$ cat config.mk
export PLATFORM = sky130hd
export DESIGN_NAME = gf2p8_divider_flat
export DESIGN_NICKNAME = d
export VERILOG_FILES = /design/src/rtl/gf2p8_pkg.sv /design/src/rtl/gf2p8_divider_if.sv /design/src/rtl/gf2p8_mul_poly.sv /design/src/rtl/gf2p8_divider.sv /design/src/flat_wrapper.sv
export SDC_FILE = /design/constraint.sdc
export NUM_CORES = 1
export LEC_CHECK = 0
export CAP_MARGIN = 10
export CORE_MARGIN = 3
export CORE_UTILIZATION = 41
export DETAILED_ROUTE_END_ITERATION = 8
export SYNTH_ARGS = -nofsm -noshare
export SYNTH_HDL_FRONTEND = slang
export SYNTH_SLANG_ARGS = --single-unit
$ cat constraint.sdc
create_clock -name clk -period 7.08 [get_ports clk]
set_clock_uncertainty 0.15 [all_clocks]
set_input_delay 1.416 -clock clk [delete_from_list [all_inputs] [get_ports clk]]
set_output_delay 1.416 -clock clk [all_outputs]
set_load 0.05 [all_outputs]
$ cat src/rtl/gf2p8_pkg.sv
// Shared constants and state type for the GF(2^8) divider and field helpers.
package gf2p8_pkg;

  localparam logic [7:0] AES_POLY = 8'h1B;
  localparam logic [7:0] GF_ONE   = 8'h01;
  localparam int         EXP_ITER = 7;

  typedef enum logic [1:0] {
    IDLE = 2'd0,
    SQR  = 2'd1,
    MUL  = 2'd2,
    FIN  = 2'd3
  } state_t;

endpackage

$ cat src/rtl/gf2p8_divider_if.sv
// Request/result bundle for the GF(2^8) divider.
interface gf2p8_divider_if;

  logic       start;
  logic [7:0] a;
  logic [7:0] b;
  logic       busy;
  logic       done;
  logic [7:0] q;
  logic       div_by_zero;

  modport master (
    output start, a, b,
    input  busy, done, q, div_by_zero
  );

  modport slave (
    input  start, a, b,
    output busy, done, q, div_by_zero
  );

endinterface

$ cat src/rtl/gf2p8_mul_poly.sv
// Combinational GF(2^8) multiplier, o = x*y mod (x^8 + POLY).
module gf2p8_mul_poly #(
  parameter logic [7:0] POLY = 8'h1B
) (
  input  logic [7:0] x,
  input  logic [7:0] y,
  output logic [7:0] o
);

  // Shift-and-add: accumulate shifted x, reducing each time bit 7 falls off.
  always_comb begin
    logic [7:0] acc;
    logic [7:0] t;
    acc = 8'h00;
    t   = x;
    for (int i = 0; i < 8; i++) begin
      if (y[i]) acc = acc ^ t;
      t = t[7] ? ({t[6:0], 1'b0} ^ POLY) : {t[6:0], 1'b0};
    end
    o = acc;
  end

endmodule

$ cat src/rtl/gf2p8_divider.sv
// Sequential GF(2^8) divider: q = a * b^254 via square-and-multiply.
//
// state | meaning
// IDLE  | waiting for start; done pulses here for one cycle after FIN
// SQR   | s <= s*s
// MUL   | r <= r*s, cnt++; after EXP_ITER pairs go to FIN
// FIN   | q <= r*a_reg, flag divide by zero
module gf2p8_divider
  import gf2p8_pkg::*;
#(
  parameter logic [7:0] POLY = AES_POLY
) (
  input  logic             clk,
  input  logic             rst,
  gf2p8_divider_if.slave   bus
);

  state_t     state, state_nxt;
  logic [7:0] r, s, a_reg;
  logic [2:0] cnt;
  logic [7:0] mul_x, mul_y, mul_o;
  logic       last_iter;

  assign last_iter = (cnt == 3'(EXP_ITER - 1));
  assign bus.busy  = (state != IDLE);

  gf2p8_mul_poly #(.POLY(POLY)) u_mul (
    .x (mul_x),
    .y (mul_y),
    .o (mul_o)
  );

  // Operand selection for the single shared multiplier.
  always_comb begin
    mul_x = s;
    mul_y = s;
    case (state)
      MUL:     begin mul_x = r; mul_y = s;     end
      FIN:     begin mul_x = r; mul_y = a_reg; end
      default: begin mul_x = s; mul_y = s;     end
    endcase
  end

  // State register.
  always_ff @(posedge clk) begin
    if (rst) state <= IDLE;
    else     state <= state_nxt;
  end

  // Next-state logic.
  always_comb begin
    state_nxt = state;
    case (state)
      IDLE:    if (bus.start) state_nxt = SQR;
      SQR:     state_nxt = MUL;
      MUL:     state_nxt = last_iter ? FIN : SQR;
      FIN:     state_nxt = IDLE;
      default: state_nxt = IDLE;
    endcase
  end

  // Datapath and result registers. s holds b^128 in FIN, which is zero
  // exactly when the captured divisor was zero, so no extra flag is kept.
  always_ff @(posedge clk) begin
    if (rst) begin
      r               <= 8'h00;
      s               <= 8'h00;
      a_reg           <= 8'h00;
      cnt             <= 3'd0;
      bus.q           <= 8'h00;
      bus.div_by_zero <= 1'b0;
      bus.done        <= 1'b0;
    end else begin
      bus.done <= 1'b0;
      case (state)
        IDLE: if (bus.start) begin
          a_reg <= bus.a;
          s     <= bus.b;
          r     <= GF_ONE;
          cnt   <= 3'd0;
        end
        SQR: s <= mul_o;
        MUL: begin
          r   <= mul_o;
          cnt <= cnt + 3'd1;
        end
        FIN: begin
          bus.q           <= mul_o;
          bus.div_by_zero <= (s == 8'h00);
          bus.done        <= 1'b1;
        end
        default: ;
      endcase
    end
  end

endmodule

$ cat src/flat_wrapper.sv
// flat-port wrapper written by rule: the top's interface ports become plain ports
module gf2p8_divider_flat import gf2p8_pkg::*;
#(
  parameter logic [7:0] POLY = AES_POLY
)
  (clk, rst, bus_start, bus_a, bus_b, bus_busy, bus_done, bus_q, bus_div_by_zero);
  gf2p8_divider_if bus_i ();
  input  logic clk;
  input  logic rst;
  input wire logic [$bits(bus_i.start)-1:0] bus_start;
  input wire logic [$bits(bus_i.a)-1:0] bus_a;
  input wire logic [$bits(bus_i.b)-1:0] bus_b;
  output wire logic [$bits(bus_i.busy)-1:0] bus_busy;
  output wire logic [$bits(bus_i.done)-1:0] bus_done;
  output wire logic [$bits(bus_i.q)-1:0] bus_q;
  output wire logic [$bits(bus_i.div_by_zero)-1:0] bus_div_by_zero;
  assign bus_i.start = bus_start;
  assign bus_i.a = bus_a;
  assign bus_i.b = bus_b;
  assign bus_busy = bus_i.busy;
  assign bus_done = bus_i.done;
  assign bus_q = bus_i.q;
  assign bus_div_by_zero = bus_i.div_by_zero;
  gf2p8_divider #(.POLY(POLY)) u_core (.clk(clk), .rst(rst), .bus(bus_i));
endmodule
Word level (Yosys, flattened, before mapping)
Index checks and enable logic that the tools add are counted.
Cells by class
  add/sub/neg operators: 1
  multipliers: 0
  divide/modulo/power cells: 0
  $lt $le $gt $ge: 0
  equal/unequal tests: 5
  shifts and indexed selects: 0
  mux-type cells: 27
  bitwise gates (word level): 14
  reductions and logical operators: 9
Operator list (count)
  8-bit two-way mux: 12
  8-bit XOR: 7
  5-bit two-way mux: 7
  8-bit case mux with 2 select lines: 2
  4-bit inverter: 7
  8-bit zero test: 1
  2-bit case mux with 4 select lines: 1
  3-bit case mux with 2 select lines: 1
  2-bit AND reduction: 3
  2-bit nonzero test: 3
  2-bit == test (second input constant): 2
  2-bit two-way mux: 2
  3-bit by 1-bit adder with 3-bit output (second input constant): 1
  3-bit == test (second input constant): 1
  3-bit two-way mux: 1
  2-bit by 1-bit == test with 1-bit output (second input constant): 1
  2-bit zero test: 1
  2-bit inequality test (second input constant): 1
  2-bit OR reduction: 1
  1-bit two-way mux: 1
Storage, ports and cells
  flip-flop bits (word level): 39
  bits in latches: 0
  RAM bits: 0
  ROM bits: 0
  bits of input ports: 19
  output and inout bits: 11
  memories: 0

Longest topological paths before layout
Gate-level depths: netlist of the first run.
  depth in word-level cells: 20
  mapped depth: 12

Cells and area by module
From an unflattened synthesis of the first run, not the netlist that was laid out.
Unflattened totals
  cell total of the unflattened synthesis: 384
  area total of the unflattened synthesis: 3080.5 um2
By module, submodules not included
  gf2p8_divider: times used 1, cells an instance 215, area each 1749.2 um2, sequential area each 780.7 um2
  gf2p8_mul_poly: times used 1, cells an instance 169, area each 1331.3 um2, sequential area each 0.0 um2

Worst setup path before layout of the first run
OpenSTA, ideal clock, no wires.
  path type: reg-to-output
  start point: reg u_core.state[1]
  end point: out bus_busy
  data arrival time: 1.566 ns
  data required time: 5.514 ns
  slack: 3.948 ns
  cell stages (with the launch flop): 8
  buffers on the path: 5
  cell sequence: dfxtp_1 buf_6 buf_4 buf_4 buf_2 buf_2 nor2_1 inv_1
Between the ends
  cells in the longest elaborated chain, start to end: 1
Ends and longest elaborated chain
  from (decl): RTL line gf2p8_divider.sv:18  | state_t state, state_nxt;
  from (signal assigned): RTL line gf2p8_divider.sv:47  | else state <= state_nxt;
  2-bit nonzero test: RTL line gf2p8_divider.sv:25  | assign bus.busy = (state != IDLE);
  to (decl): RTL line flat_wrapper.sv:13  | output wire logic [$bits(bus_i.busy)-1:0] bus_busy;
Every way passes these cells.

Final worst setup path of the first run
  start point: reg u_core.state[1]
  end point: reg u_core.bus.q[4]
Between the ends
  cells in the longest elaborated chain, start to end: 19
Ends and longest elaborated chain
  2-bit == test (on tied branches): RTL line gf2p8_divider.sv:37, gf2p8_divider.sv:75
  2-bit OR reduction (no line)
  8-bit two-way mux: RTL line gf2p8_divider.sv:37  | case (state)
  4-bit inverter (no line)
  5-bit two-way mux: RTL line gf2p8_mul_poly.sv:18  | t = t[7] ? ({t[6:0], 1'b0} ^ POLY) : {t[6:0], 1'b0};
  8-bit XOR / 4-bit inverter (equally long branches)
  8-bit two-way mux / 5-bit two-way mux (equally long branches): RTL line gf2p8_mul_poly.sv:17, gf2p8_mul_poly.sv:18
  8-bit XOR: RTL line gf2p8_mul_poly.sv:17  | if (y[i]) acc = acc ^ t;
  [3 not listed]
  8-bit XOR: RTL line gf2p8_mul_poly.sv:17
  8-bit two-way mux: RTL line gf2p8_mul_poly.sv:17
  8-bit XOR: RTL line gf2p8_mul_poly.sv:17
  8-bit two-way mux: RTL line gf2p8_mul_poly.sv:17
  8-bit XOR: RTL line gf2p8_mul_poly.sv:17
  8-bit two-way mux: RTL line gf2p8_mul_poly.sv:17
  8-bit XOR: RTL line gf2p8_mul_poly.sv:17
  8-bit two-way mux: RTL line gf2p8_mul_poly.sv:17
  to (signal assigned): RTL line gf2p8_divider.sv:88  | bus.q <= mul_o;
  to (decl): RTL line gf2p8_divider_if.sv:19  | output busy, done, q, div_by_zero
Parallel ways exist; a longest one is shown, timed or not.
A chain may end at the register's enable or synchronous reset.

==> results of run 1 <==
-- power by group --
part | switching, mW | internal (mW) | total, mW
Sequential | 0.0387 | 0.233 | 0.272
Clock | 0.0812 | 0.116 | 0.197
Combinational | 0.205 | 0.179 | 0.384
Total | 0.325 | 0.528 | 0.853
-- synthesized netlist by cell type --
cell type   n
nor2_1     60
nand2_1    42
dfxtp_1    39
xnor2_1    31
xor2_1     30
a21oi_1    21
xnor3_1    20
mux2i_1    18
a22oi_1     9
buf_2       9
o22ai_1     9
a22o_1      8
clkbuf_1    8
nor2b_1     7
buf_4       6
mux2i_2     6
a32oi_1     5
inv_1       5
a211oi_1    4
buf_1       4
nand2b_1    4
nor3_1      4
o21ai_0     4
o21ai_1     4
mux2_2      3
a221oi_1    2
a31oi_1     2
and2_1      2
buf_6       2
ha_1        2
nor4_1      2
a21boi_1    1
a21oi_2     1
and3_1      1
clkbuf_2    1
mux2_4      1
mux2i_4     1
nand3_1     1
nand3b_1    1
nor2_2      1
nor2_4      1
nor3_2      1
o31ai_1     1
or3_1       1
-- cells in the final DEF, fill, tap and decap left out, types with 8 or more instances in the layout --
cell type        instances
o22ai_1                  9
dfxtp_1                 38
clkdlybuf4s50_1         29
a22o_1                   8
a21oi_1                 21
mux2i_1                 18
a22oi_1                  9
xor2_1                  30
nor2_1                  60
xnor3_1                 20
xnor2_1                 31
nand2_1                 42
-- final cells by class --
cell class              count  share of cell area [%]
clock buffers               6                    2.22
flip-flops and latches     39                    21.0
inverters                   5                   0.504
clock inverters             2                    1.04
multi-input cells         311                    63.4
well taps                 102                    3.43
repair buffers             32                    8.40
-- cell families (layout without fill, tap and decap cells) --
logic type	after synthesis	after routing	share of synthesized area (%)
AO/OA/AOI/OAI	71	71	14.0
multiplexers	29	29	10.1
AND/OR/NAND/NOR	128	128	16.5
buffers and inverters	35	45	5.46
adder cells (fa/ha/maj)	2	2	0.753
XOR/XNOR	81	81	29.6
flip-flops	39	39	23.5
-- worst max-delay path, delay by kind of cell, from the launching register on --
kind             cells  cell delay, ns
AO/OA/AOI/OAI        2            0.24
flip-flops           1            0.68
multiplexers         2            0.86
XOR/XNOR             3            0.79
AND/OR/NAND/NOR      1            0.83
-- layer usage --
layer  global-route usage (%)  vias up  routed length [um]
met5                        0        -                   0
met4                     6.16        0                 159
met2                     33.1       90                4110
li1                         -     1333                   -
met1                     27.6     1311                3990
met3                     3.28       15                 491
-- per-stage QoR --
step                instances  total power [mW]
global placement          489             0.654
CTS                       497             0.856
finish                    497             0.853
detailed placement        489             0.656
floorplan                 385             0.565
global route              497             0.902
-- how the worst max path moves through the flow --
stage               slack (ns)              end            start  cells past startpoint
global placement          3.49  u_core.bus.q[4]  u_core.state[1]                      8
floorplan                 3.95         bus_busy  u_core.state[1]                      7
global route              3.08  u_core.bus.q[4]  u_core.state[1]                      8
CTS                       3.42  u_core.bus.q[4]  u_core.state[1]                      8
finish                    3.37  u_core.bus.q[4]  u_core.state[1]                      8
detailed placement        3.46  u_core.bus.q[4]  u_core.state[1]                      8
==> flow_summary.toml, run 1 <==
[cells_and_area]
seq_area_um2 = 782
multi_input_area_um2 = 2360
fin_area_um2 = 3720
nNetsFinal = 415
diodes = 0
final_core_util_pct = 47.7
syn_to_final_growth_pct = 12.1
n_fill_cell = 767
drive_above_1_share_pct = 6.84

[timing]
finalCriticalPeriod_ns = 3.71
tns_ns = 0
whs_ns = 0.309
drv_slew = 0
grt_setup_unrepaired = "false"
layout_setup_ws_ns = 3.37
relSlewSlack_pct = 38.2
finalCritPeriodShare_pct = 52.4
worstMarginPinSlew_ns = 0.927
timing.fmax_mhz = 270
setup_viol = 0
hold_viol = 0

[synth]
ys_seq_area_share_pct = 23.5
syn_inst = 385
netlist.area_leader.share_pct = 23.5
ys_types = 44
syn-num-nets = 406
syn-mean-instance-area_um2 = 8.63
ys_warn_count = 0
yosys.area.top_type = "dfxtp_1"
ys_ff_latch = 39
syn_area_um2 = 3320
synthTopCellsByArea = "dfxtp_1, xnor3_1, xnor2_1"

[placed_design]
pre_cts_slack_ns = 3.46
dp_hpwl_mm = 6.48
port_buffers = 29
place_area_um2 = 3600
place_congestion = 0.905

[clock_network]
cts_setup_buffers = 0
insertion_delay_ns = 0.29
clk_path_buf_depth = 2
h-tree-depth = 2
clk_pin_slew_ns = 0.08
cts_resized = 0
cts_made_buffers = 5
clockRootBuffer = "clkbuf_8"
cts_tree = "built"
hold_buffers = 0
cts.sinks = 39

[global_routing]
grt_pass1_wl_mm = 14.3
grt_antenna_before_repair = 0
grt.total_usage_pct = 20.3
grt_start_max_net_pins = 37
grt_overflow = 0
grt_pass1_vias = 2691

[floorplanning]
core_area_um2 = 7810
initial_core_util_pct = 42.5
die_h_um = 96.0
fp-row-count = 32
dieArea_um2 = 9220
top_level_ports = 30
die_w_um = 96.0

[drt]
drtIter0Drc = 175
vias_per_cell = 5.53
dr.pass1.iters = 5
postRouteAntennaNets = 0
routed_wl_mm = 8.74
drc_errors = 0
vias = 2749
wl_per_cell_um = 17.6

[flow_run]
maxCapViolCount = 0

[min_path]
min_path_cells = 2
hold_path_end = "u_core.bus.q[3]"
holdCritPathClass = "reg2reg"
hold_path.startpoint = "u_core.bus.q[3]"

[critical_path]
r2r-end = "u_core.bus.q[4]"
reg2regPathDepth = 8
critical_path_required_ns = 7.06
endpoint_kind = "flip-flop"
worstSetupPathType = "reg2reg"
rrSetupSlack_ns = 3.37
crit_path_start_kind = "flip-flop"
timing.rr.start = "u_core.state[1]"
slowest_stage = "and2_1"
worstPathArrival_ns = 3.69
path_common_cell = "xnor2_1"
path_cells = "and2_1 > mux2i_2 > mux2i_1 > xor2_1 > o21ai_1 > xnor2_1 > xnor2_1 > a211oi_1"
slowest_delay_ns = 0.83
path_max_fanout = 22

[pwr]
ir_worst_vdd_v = 0.000133
powerDensity_nw_per_um2 = 229
p_leak_nw = 1.41

[status]
status = "finished clean"
No activity file was read; power rests on OpenSTA's default activity.
==> inputs of run 2 (changes only) <==
clock period = 3.8 ns   (was 7.08 ns; I/O delays follow)
==> run 2 against run 1 <==
Against the previous run: power rose by 77%; critical path depth rose by 1; routed wire length increased by 0.47%; design area about the same; worst hold slack improved by 0.0016 ns; register-to-register slack got worse by 3.0 ns; utilization hardly changed; combinational power increased by 90%; critical path type unchanged; critical endpoint is now u_core.bus.q[6]; highest routed layer unchanged.
==> flow_summary.toml, run 2 (synthesis gave the netlist of run 1 again) <==
[status]
status = "finished clean"

[clock_network]
cts_setup_buffers = 0
clk_pin_slew_ns = 0.09
cts_made_buffers = 5
hold_buffers = 0
cts.sinks = 39
cts_resized = 0
clockRootBuffer = "clkbuf_8"
cts_tree = "built"
h-tree-depth = 2
clk_path_buf_depth = 2
insertion_delay_ns = 0.29

[cells_and_area]
layout_common_cells = "nor2_1, nand2_1, dfxtp_1, xnor2_1, xor2_1"
seq_area_um2 = 782
nNetsFinal = 419
syn_to_final_growth_pct = 12.0
layout_commonest_cell = "nor2_1"
drive_above_1_share_pct = 7.77
diodes = 0
multi_input_area_um2 = 2360
n_fill_cell = 756

[critical_path]
crit_path_end = "u_core.bus.q[6]"
r2r-end = "u_core.bus.q[6]"
timing.rr.start = "u_core.state[1]"
crit_start = "u_core.state[1]"
slowest_delay_ns = 0.65
critical_path_required_ns = 3.86
rrSetupSlack_ns = 0.39
reg2regPathDepth = 9
worstSetupPathType = "reg2reg"
path_max_fanout = 23
endpoint_kind = "flip-flop"
worstPathArrival_ns = 3.47
path_cells = "buf_4 > nand2_1 > o22ai_1 > xor2_1 > xnor3_1 > xnor3_1 > xnor2_1 > nor2_1 > nor3_1"
path_common_cell = "xnor3_1"
slowest_stage = "dfxtp_2"
crit_path_start_kind = "flip-flop"

[drt]
drtIter0Drc = 175
routed_wl_mm = 8.79
vias_per_cell = 5.47
dr.pass1.iters = 7
vias = 2740
postRouteAntennaNets = 0
drc_errors = 0
wl_per_cell_um = 17.5

[timing]
grt_setup_unrepaired = "false"
finalCriticalPeriod_ns = 3.41
timing.fmax_mhz = 293
setup_viol = 0
tns_ns = 0
drv_slew = 0
finalCritPeriodShare_pct = 89.9
worstMarginPinSlew_ns = 0.765
hold_viol = 0
layout_setup_ws_ns = 0.385
relSlewSlack_pct = 47.5

[flow_run]
maxCapViolCount = 0

[global_routing]
grt_pass1_vias = 2621
met2_usage_pct = 32.0
grt_start_max_net_pins = 24
use_met3_pct = 4.14
grt_pass1_wl_mm = 14.0
grt.total_usage_pct = 20.1
grt_antenna_before_repair = 0
grt_overflow = 0
grt.busiest_layer = "met2"
grt.met1_usage_pct = 27.5

[placed_design]
pre_cts_slack_ns = 0.500
dp_hpwl_mm = 6.65
port_buffers = 29
place_congestion = 0.965

[pwr]
ir_worst_vdd_v = 0.000206
finalPower_mw = 1.51
powerDensity_nw_per_um2 = 406
p_leak_nw = 1.41

[floorplanning]
initial_core_util_pct = 42.5
core_area_um2 = 7810
top_level_ports = 30
dieArea_um2 = 9220
die_w_um = 96.0
fp-row-count = 32
die_h_um = 96.0

[min_path]
holdCritPathClass = "reg2reg"
## run 2: changes by cell type in the layout (fill, tap and decap cells not counted)
cell        previous run  this run
inv_6                  1         0
buf_4                  3         7
clkinvlp_4             0         2
bufinv_16              1         0
clkbuf_8               6         5
clkinv_2               0         1
## run 2: worst min path at each step
stage / startpoint / to / slack (ns) / cells past startpoint
after floorplan: u_core.a_reg[7] / u_core.a_reg[7] / 0.29 / 2
after global placement: u_core.bus.q[1] / u_core.bus.q[1] / 0.30 / 2
after detailed placement: u_core.bus.q[3] / u_core.bus.q[3] / 0.30 / 2
after CTS: u_core.bus.q[3] / u_core.bus.q[3] / 0.31 / 2
after global routing: u_core.bus.q[1] / u_core.bus.q[1] / 0.35 / 2
final: u_core.bus.q[1] / u_core.bus.q[1] / 0.31 / 2
## run 2: per-layer routing
metal | up-vias | part of all wire, %
li1 | 1335 | -
met1 | 1310 | 46
met2 | 81 | 47
met3 | 14 | 5.3
met4 | 0 | 1.5
met5 | - | 0
## run 2: critical path: cells and delay by family, from the launching register on
| family | cells | cell delay [ns] |
|---|---|---|
| AOI/OAI and AO/OA | 1 | 0.21 |
| DFF | 1 | 0.65 |
| xor gates and xnor gates | 4 | 1.45 |
| and+or+nand+nor | 3 | 0.45 |
| buffers and inverters | 1 | 0.40 |
## run 2: power breakdown
part	internal, mW	switching, mW
Combinational	0.338	0.392
Sequential	0.434	0.0662
Clock	0.128	0.153
Total	0.900	0.612
## run 2: metrics by stage
stage                     cell area (um2)  hold slack, ns  std cells  util, %
final                                3720           0.310        501     47.6
after global routing                 3720           0.346        501     47.6
after CTS                            3720           0.313        501     47.6
after detailed placement             3630           0.303        493     46.5
after global placement               3630           0.300        493     46.5
after floorplan                      3320           0.286        385        -
## run 2: area by class of cell
cell class / instances / area share [%]
well taps: 102 / 3.43
clock inverters: 3 / 0.538
repair buffers: 36 / 9.22
inverters: 5 / 0.505
multi-input cells: 311 / 63.4
clock buffers: 5 / 1.85
flip-flops and latches: 39 / 21.0
==> inputs of run 3 (changes only) <==
--- a/config.mk
+++ b/config.mk
@@ -10,4 +10,5 @@
 export CORE_UTILIZATION = 41
 export DETAILED_ROUTE_END_ITERATION = 8
+export SLEW_MARGIN = 20
 export SYNTH_ARGS = -nofsm -noshare
 export SYNTH_HDL_FRONTEND = slang
==> constraint.sdc (replaced) <==
create_clock -name clk -period 3.8 [get_ports clk]
set_clock_uncertainty 0.15 [all_clocks]
set_input_delay 0.95 -clock clk [delete_from_list [all_inputs] [get_ports clk]]
set_output_delay 0.95 -clock clk [all_outputs]
set_load 0.05 [all_outputs]
==> run 3 against run 2 <==
Against the previous run: fmax rose by 1.0%; setup slack improved by 0.034 ns; clock power is 1% lower; worst hold slack improved by 0.0051 ns; design area shrank 0.10%; global-route usage is 0.11 points higher; critical endpoint unchanged; non-clock buffer count unchanged; sequential cell count did not move; sequential share of layout area about the same; critical path depth did not move; sequential power hardly changed; largest power group unchanged.
==> flow_summary.toml, run 3 (synthesis gave the netlist of run 1 again) <==
[timing]
timing.fmax_mhz = 296
relSlewSlack_pct = 46.3
finalCriticalPeriod_ns = 3.38
hold_viol = 0
tns_ns = 0
layout_setup_ws_ns = 0.419
drv_slew = 0
whs_ns = 0.315
setup_viol = 0
grt_setup_unrepaired = "false"
worstMarginPinSlew_ns = 0.783
finalCritPeriodShare_pct = 89.0

[global_routing]
grt_pass1_wl_mm = 14.1
grt_start_max_net_pins = 24
grt_antenna_before_repair = 0
grt.total_usage_pct = 20.2
grt_pass1_vias = 2664
grt_overflow = 0

[placed_design]
place_area_um2 = 3630
pre_cts_slack_ns = 0.515
port_buffers = 29
place_congestion = 0.948
post-place-cells = 493
dp_hpwl_mm = 6.69

[floorplanning]
die_h_um = 96.0
dieArea_um2 = 9220
initial_core_util_pct = 42.5
fp-row-count = 32
die_w_um = 96.0
core_area_um2 = 7810
top_level_ports = 30

[cells_and_area]
n_fill_cell = 779
seq_area_um2 = 782
layout_common_cells = "nor2_1, nand2_1, dfxtp_1, xnor2_1, xor2_1"
fin_area_um2 = 3720
diodes = 0
drive_above_1_share_pct = 7.52
finalNonFillerCells = 501
syn_to_final_growth_pct = 11.9
layout_commonest_cell = "nor2_1"
nNetsFinal = 419
multi_input_area_um2 = 2360
final_core_util_pct = 47.6

[critical_path]
path_max_fanout = 23
critical_path_required_ns = 3.87
endpoint_kind = "flip-flop"
worstSetupPathType = "reg2reg"
worstPathArrival_ns = 3.45
crit_path_start_kind = "flip-flop"

[clock_network]
h-tree-depth = 2
insertion_delay_ns = 0.29
clk_path_buf_depth = 2
cts_tree = "built"
hold_buffers = 0
cts_setup_buffers = 0
cts_made_buffers = 5
clockRootBuffer = "clkbuf_8"
cts_resized = 0
clk_pin_slew_ns = 0.08
cts.sinks = 39

[drt]
drtIter0Drc = 176
vias_per_cell = 5.43
vias = 2719
dr.pass1.iters = 4
postRouteAntennaNets = 0
wl_per_cell_um = 17.5
routed_wl_mm = 8.77
drc_errors = 0

[pwr]
p_leak_nw = 1.41
finalPower_mw = 1.51
powerDensity_nw_per_um2 = 406
ir_worst_vdd_v = 0.000224

[status]
status = "finished clean"

[flow_run]
maxCapViolCount = 0

[min_path]
holdCritPathClass = "reg2reg"
## run 3: changes by cell type in the layout (fill, tap and decap cells not counted), sizes merged
cell	before	now
clkbuf	5	6
clkinvlp	2	1
## run 3: per-layer routing
| layer | track usage [%] | vias to the layer above | share of wire (%) |
|---|---|---|---|
| li1 | - | 1334 | - |
| met1 | 28.4 | 1296 | 48 |
| met2 | 32.0 | 82 | 47 |
| met3 | 2.58 | 7 | 4.2 |
| met4 | 6.40 | 0 | 0.72 |
| met5 | 0 | - | 0 |
## run 3: area by class of cell
cell class | count | area share (%)
multi-input combinational | 311 | 63.5
sequential | 39 | 21.0
timing repair buffer | 36 | 9.23
tap | 102 | 3.43
clock buffer | 6 | 1.95
inverter | 5 | 0.505
clock inverter | 2 | 0.337
## run 3: final timing paths
kind	end	slack, ns	from	cells after the start
setup / recovery	u_core.bus.q[6]	0.42	u_core.state[1]	9
hold / removal	u_core.bus.q[1]	0.32	u_core.bus.q[1]	2
setup reg to reg	u_core.bus.q[6]	0.42	u_core.state[1]	9
hold reg to reg	u_core.bus.q[1]	0.32	u_core.bus.q[1]	2
## run 3: power by group
group          total [mW]  switching [mW]  internal, mW  leakage, nW
combinational       0.729           0.390         0.339         1.05
clock               0.277           0.149         0.128       0.0412
sequential          0.502          0.0677         0.434        0.318
## run 3: worst max-delay path: stages, from the launching register on
cell	delay, ns
dfxtp_2	0.64
buf_4	0.39
nand2_1	0.19
o22ai_1	0.22
xor2_1	0.22
xnor3_1	0.42
xnor3_1	0.38
xnor2_1	0.44
nor2_1	0.08
nor3_1	0.17
